===== config.mk =====
export PLATFORM = sky130hd
export DESIGN_NAME = sw_debounce
export DESIGN_NICKNAME = d
export VERILOG_FILES = /design/src/rtl/sw_debounce_pkg.sv /design/src/rtl/sw_debounce_bit.sv /design/src/rtl/sw_debounce.sv
export SDC_FILE = /design/constraint.sdc
export NUM_CORES = 1
export LEC_CHECK = 0
export BUFFER_PORTS_ARGS = -buffer_cell sky130_fd_sc_hd__buf_2
export CORE_MARGIN = 8
export CORE_UTILIZATION = 55
export DETAILED_ROUTE_END_ITERATION = 10
export GPL_TIMING_DRIVEN = 0
export PLACE_DENSITY = 0.75
export SLEW_MARGIN = 20
export SYNTH_ARGS = -nofsm -noshare
export SYNTH_HDL_FRONTEND = slang
export SYNTH_SLANG_ARGS = --single-unit

===== constraint.sdc =====
create_clock -name CLK -period 3.2 [get_ports CLK]
set_clock_uncertainty 0.15 [all_clocks]
set_input_delay 0.64 -clock CLK [delete_from_list [all_inputs] [get_ports CLK]]
set_output_delay 0.64 -clock CLK [all_outputs]
set_load 0.01 [all_outputs]

===== src/rtl/sw_debounce_pkg.sv =====
// Shared board constants for the switch-conditioning stage in front of the adder.
package sw_debounce_pkg;

    localparam int DEBOUNCE_CYCLES_DEFAULT = 1_000_000;
    localparam int SIM_DEBOUNCE_CYCLES     = 4;
    localparam int SW_COUNT                = 4;

    typedef enum logic [1:0] {
        EDGE_NONE = 2'b00,
        EDGE_RISE = 2'b01,
        EDGE_FALL = 2'b10
    } edge_e;

endpackage


===== src/rtl/sw_debounce_bit.sv =====
// One switch: 2-flop synchronizer, stability counter, debounced level and edge strobes.
module sw_debounce_bit
    import sw_debounce_pkg::*;
#(
    parameter int DEBOUNCE_CYCLES = DEBOUNCE_CYCLES_DEFAULT
)(
    input  logic clk,
    input  logic rst,
    input  logic sw,
    output logic sw_db,
    output logic rise,
    output logic fall
);

    localparam int               CNT_W   = $clog2(DEBOUNCE_CYCLES);
    localparam logic [CNT_W-1:0] CNT_MAX = CNT_W'(DEBOUNCE_CYCLES - 1);

    logic             s1_reg;
    logic             s2_reg;
    logic             db_reg;
    logic             db_next;
    logic             rise_reg;
    logic             fall_reg;
    logic [CNT_W-1:0] cnt_reg;
    logic [CNT_W-1:0] cnt_next;
    edge_e            edge_next;

    always_ff @(posedge clk or posedge rst) begin
        if (rst) begin
            s1_reg   <= 1'b0;
            s2_reg   <= 1'b0;
            cnt_reg  <= '0;
            db_reg   <= 1'b0;
            rise_reg <= 1'b0;
            fall_reg <= 1'b0;
        end else begin
            s1_reg   <= sw;
            s2_reg   <= s1_reg;
            cnt_reg  <= cnt_next;
            db_reg   <= db_next;
            rise_reg <= (edge_next == EDGE_RISE);
            fall_reg <= (edge_next == EDGE_FALL);
        end
    end

    // Any sample agreeing with the accepted level discards the whole run.
    always_comb begin
        cnt_next  = cnt_reg;
        db_next   = db_reg;
        edge_next = EDGE_NONE;
        if (s2_reg == db_reg) begin
            cnt_next = '0;
        end else if (cnt_reg == CNT_MAX) begin
            cnt_next  = '0;
            db_next   = s2_reg;
            edge_next = s2_reg ? EDGE_RISE : EDGE_FALL;
        end else begin
            cnt_next = cnt_reg + 1'b1;
        end
    end

    assign sw_db = db_reg;
    assign rise  = rise_reg;
    assign fall  = fall_reg;

endmodule


===== src/rtl/sw_debounce.sv =====
// WIDTH independent debounced switches feeding the adder operands, plus a common change strobe.
module sw_debounce
    import sw_debounce_pkg::*;
#(
    parameter int WIDTH           = SW_COUNT,
    parameter int DEBOUNCE_CYCLES = DEBOUNCE_CYCLES_DEFAULT
)(
    input  logic             CLK,
    input  logic             RST,
    input  logic [WIDTH-1:0] SW,
    output logic [WIDTH-1:0] SW_DB,
    output logic [WIDTH-1:0] RISE,
    output logic [WIDTH-1:0] FALL,
    output logic             CHANGED
);

    genvar gi;
    generate
        for (gi = 0; gi < WIDTH; gi++) begin : g_bit
            sw_debounce_bit #(
                .DEBOUNCE_CYCLES(DEBOUNCE_CYCLES)
            ) u_bit (
                .clk   (CLK),
                .rst   (RST),
                .sw    (SW[gi]),
                .sw_db (SW_DB[gi]),
                .rise  (RISE[gi]),
                .fall  (FALL[gi])
            );
        end
    endgenerate

    // OR of registered strobes only, so no path from SW reaches CHANGED.
    assign CHANGED = |(RISE | FALL);

endmodule


# Yosys cells after proc, flatten, opt, wreduce, memory -nomap -nowiden
# Index checks and enable logic that the tools add are counted.
# word_totals
regBits	100
in_bits	6
out_inout_bits	13
word_cells	74
# classes
addsub	4
eq_ne	16
n_mux	20
n_bitwise	5
n_reduce_logical	5
# op_table
operator	count
$mux 20	8
$add 20x1->20 const B	4
$eq 20x20->1 const B	4
$mux 2	12
$eq 2x1->1 const B	4
$eq 2x2->1 const B	4
$reduce_and 2->1	4
$eq 1x1->1	4
$not 1->1	4
$or 4x4->4	1
$reduce_or 4->1	1

# Logic depth before layout (Yosys ltp)
# logic_depth
word_depth	4
ltp_mapped	7
ltp_nobuf	5

# Modules after synthesis
# A second synthesis with hierarchy kept.
# unflattened
hier_cells	447
area_unflattened_um2	4921.0
# modules_own_cells
mod	instances	cells_per_inst	area_each_um2	seq_area_each_um2
sw_debounce_bit	4	111	1226.2	625.6
sw_debounce	1	3	16.3	0.0

# Worst setup path before layout
# Ideal clock, no wire load.
# synth_path
path_kind	register -> register
start	reg g_bit[3].u_bit.cnt_reg[7]
end	reg g_bit[3].u_bit.db_reg
setup_time_ns	0.125
arrival_ns	2.117
t_required_ns	2.925
setup_slack_ns	0.808
path_stages_with_launch	5
path_buffers	0
synth_period_minus_slack_ns	2.392
cell_sequence	dfrtp_1 > or4_1 > or4_4 > or3_4 > mux2_4
# synth_between
elab_chain_cells	2
# synth_rtl
element	line	source
from (decl)	sw_debounce_bit.sv:24	logic [CNT_W-1:0] cnt_reg;
from (signal assigned)	sw_debounce_bit.sv:39	cnt_reg <= cnt_next;
$eq 20x20->1	sw_debounce_bit.sv:53	end else if (cnt_reg == CNT_MAX) begin
$reduce_and 2->1 (no source line)	--	
to (signal assigned)	sw_debounce_bit.sv:40	db_reg <= db_next;
to (decl)	sw_debounce_bit.sv:20	logic db_reg;
# No other way between the ends.
# A chain may end at the register's enable or synchronous reset.

# Final worst setup path
# layout_path
start	reg g_bit[2].u_bit.cnt_reg[6]
end	reg g_bit[2].u_bit.cnt_reg[5]
# layout_between
elab_chain_cells	3
# layout_rtl
element	line	source
from (decl)	sw_debounce_bit.sv:24	
from (signal assigned)	sw_debounce_bit.sv:39	
$eq 20x20->1	sw_debounce_bit.sv:53	
$mux 20	sw_debounce_bit.sv:53	
$mux 20	sw_debounce_bit.sv:51	if (s2_reg == db_reg) begin
net g_bit[2].u_bit.cnt_next[5]	sw_debounce_bit.sv:25	logic [CNT_W-1:0] cnt_next;
# The timed path passes the listed nets, and every way through them passes these cells.

==> impl_metrics.py <==
metrics = {
    "setup_path": {
        "crit_start": "g_bit[2].u_bit.cnt_reg[6]$_DFF_PP0_",
        "arrival_ps": 2710,
        "required_ps": 3300,
        "critPathMaxFanout": 10,
        "ff2ff_path_depth": 5,
        "crit_path_start_kind": "register",
        "crit_path_max_incr_delay_ps": 560,
        "crit_chain": "or4b_1 -> or4_1 -> o21ai_2 -> buf_2 -> nor2_1",
        "cp-end-kind": "register",
        "worst_path_max_delay_cell": "or4_1",
        "timing_worst_setup_path_type": "register to register",
        "rr_endpoint": "g_bit[2].u_bit.cnt_reg[5]$_DFF_PP0_",
        "r2r_start": "g_bit[2].u_bit.cnt_reg[6]$_DFF_PP0_",
        "r2r_slack_ps": 590,
    },
    "pwr": {
        "p_seq_share_pct": 60.4,
        "clkPwrFrac_pct": 35.9,
        "internal_power_mw": 1.62,
        "max-vdd-ir-drop_mv": 0.339,
        "combPwrFrac_pct": 3.7,
        "p_sw_share_pct": 24.3,
        "p_switching_mw": 0.523,
        "powerDensity_nw_per_um2": 410,
        "p_leak_nw": 2.18,
    },
    "synthesis": {
        "ys_seq_area_share_pct": 52.6,
        "synth_top_area_share_pct": 52.6,
        "synth_top_flop_cell": "dfrtp_1",
        "netlist_area_um2": 4760,
        "yosys_register_bits": 100,
        "synth_area_leaders": "dfrtp_1 (53%), xnor2_1 (5.9%), nor2_1 (4.8%), xor2_1 (4.2%), nand3_1 (3.2%)",
        "synth_edf_count": 0,
        "ys_warn_count": 0,
        "yosysTopAreaCell": "dfrtp_1",
        "syn_avg_cell_area_um2": 10.2,
        "synthArstFlopShare_pct": 100,
        "synth_cells": 465,
        "yosysUniqueCellTypes": 40,
        "syn_nets": 475,
    },
    "finish": {
        "drive_gt1_share_pct": 13.1,
        "area_growth_pct": 10.1,
        "regArea_um2": 2500,
        "final_cell_area_um2": 5240,
        "utilization_pct": 61.3,
        "nets": 507,
        "largest_reg_flops": 80,
        "multi_input_area_um2": 2090,
        "fillers": 713,
        "fin_cells": 610,
        "antennaDiodeCount": 0,
    },
    "sta": {
        "final.period_utilization_pct": 81.7,
        "rsz0062_at_grt": "no",
        "relSlewSlack_pct": 51.8,
        "setup_viol": 0,
        "setup_tns_ps": 0,
        "fmax_mhz": 383,
        "hold_violations": 0,
        "slew_viol_final": 0,
        "period_needed_ps": 2610,
        "worst_pin_slew_ps": 714,
    },
    "global_route": {
        "grt_pass1_wl_mm": 15.8,
        "overflow": 0,
        "grt_max_degree": 35,
        "grt_antenna_before_repair": 0,
        "grt_pass1_vias": 3408,
        "track_usage_pct": 16.4,
    },
    "die": {
        "die-area_um2": 11900,
        "initial_core_util_pct": 55.7,
        "core_area_um2": 8550,
        "num_rows": 34,
        "die_x_um": 109,
        "die_y_um": 109,
        "io_pins": 19,
    },
    "detailed_routing": {
        "routed_wirelength_mm": 8.86,
        "detail_route.wl_per_cell_um": 14.5,
        "drtAntennaViolNets": 0,
        "drc_errors": 0,
        "drtIter0Drc": 134,
        "routed_via_density": 5.62,
        "via_count": 3428,
        "first_pass_iters": 5,
    },
    "clock_network": {
        "clockRootBuffer": "clkbuf_8",
        "numCtsBuffers": 9,
        "cts-htree-levels": 3,
        "cts_tree": "yes",
        "clkSlewWorstSetupHoldPaths_ps": 100,
        "cts_hold_buffers": 0,
        "cts_setup_buffers": 0,
        "clock_path_buffers": 2,
        "cts_resized": 0,
        "worstSkewPairLatency_ps": 360,
        "clock_sinks": 100,
    },
    "placed_design": {
        "place_congestion": 0.817,
        "port_buffers": 18,
        "place_area_um2": 5050,
        "dp_hpwl_mm": 6.21,
        "dp_cells": 594,
    },
    "run": {
        "cap_violations": 0,
    },
    "hold_path": {
        "hp-class": "primary input to async pin",
    },
    "run_status": {
        "outcome": "complete, no violations",
    },
}
## per-layer routing
metal  part of all wire, %  up-vias  global-route usage (%)
li1                      -     1722                       -
met1                    48     1662                    22.0
met2                    48       37                    26.2
met3                   3.1        7                    4.20
met4                  0.86        0                    3.62
met5                     0        -                       0
## power groups by stage
| stage | combinational, mW | sequential [mW] | clock (mW) |
|---|---|---|---|
| 2_1_floorplan | 0.0520 | 1.32 | 0 |
| 3_3_place_gp | 0.0701 | 1.32 | 0 |
| 3_5_place_dp | 0.0810 | 1.32 | 0 |
| 4_1_cts | 0.0819 | 1.30 | 0.802 |
| 5_1_grt | 0.0926 | 1.30 | 0.841 |
| 6_report | 0.0792 | 1.30 | 0.771 |
## how the worst max path moves through the flow
stage	end	slack [ps]
final	g_bit[2].u_bit.cnt_reg[5]$_DFF_PP0_	590
after global routing	g_bit[0].u_bit.cnt_reg[11]$_DFF_PP0_	410
after CTS	g_bit[2].u_bit.cnt_reg[5]$_DFF_PP0_	580
after detailed placement	g_bit[2].u_bit.cnt_reg[7]$_DFF_PP0_	620
after global placement	g_bit[0].u_bit.cnt_reg[15]$_DFF_PP0_	590
after floorplan	g_bit[3].u_bit.sw_db$_DFFE_PP0P_	810
## cell usage in the layout (no fill, tap or decap), types with 10 or more instances in the layout
cell / instances
xor2_1: 23
dfrtp_1: 100
nor4_1: 12
nor2_1: 61
buf_2: 19
nand2_1: 21
buf_4: 13
xnor2_1: 32
or3_1: 11
clkbuf_8: 10
o31ai_1: 10
or4_1: 14
nand4_1: 22
nand3_1: 30
and3_1: 13
a21oi_1: 21
## layout make-up
type                    instances  share of cell area [%]
multi-input cells             334                    39.9
inverters                      10                   0.788
flip-flops and latches        100                    47.8
clock buffers                  10                    2.63
clock inverters                 6                    1.03
repair buffers                 21                    2.87
well taps                     108                    2.58
plain buffers                  21                    2.46
## logic make-up after synthesis
logic type	count (synthesis)	share of synthesized area, %
compound gates	46	5.94
xor+xnor	55	10.1
fa+ha+maj	4	1.05
buf+inv	31	3.50
flops	100	52.6
mux	4	1.03
simple gates	225	25.8
## metrics by stage
stage	total power [mW]	worst slack, ps	hold slack (ps)
2_1_floorplan	1.37	808	181
3_3_place_gp	1.39	585	184
3_5_place_dp	1.40	617	185
4_1_cts	2.18	582	86.3
5_1_grt	2.23	412	103
6_report	2.15	586	90.0
## synthesized netlist by cell type (2+ instances only)
cell type  count
and4_1         4
o31ai_1       10
nor3_1         8
xnor2_1       32
or2_2          3
nor3b_1        9
and3_1        13
nand3_1       30
a31o_2         2
nand4_1       22
dfrtp_1      100
ha_1           4
mux2_2         3
xor2_1        23
nand2_1       21
nor4b_1        3
buf_4         13
or4b_1         2
inv_1         10
clkbuf_1       7
or4_1         14
nor4_1        12
o21ai_0        9
o21ai_1        2
a21oi_1       21
and2_1         4
or3_1         11
nor2_1        61
## worst max-delay path: cells and delay by family (launching register included)
kind	cells	cell delay, ps
flip-flops	1	470
buffers and inverters	1	310
AO/OA/AOI/OAI	1	420
AND/OR/NAND/NOR	3	1150
Power figures use the tool's default switching activity.
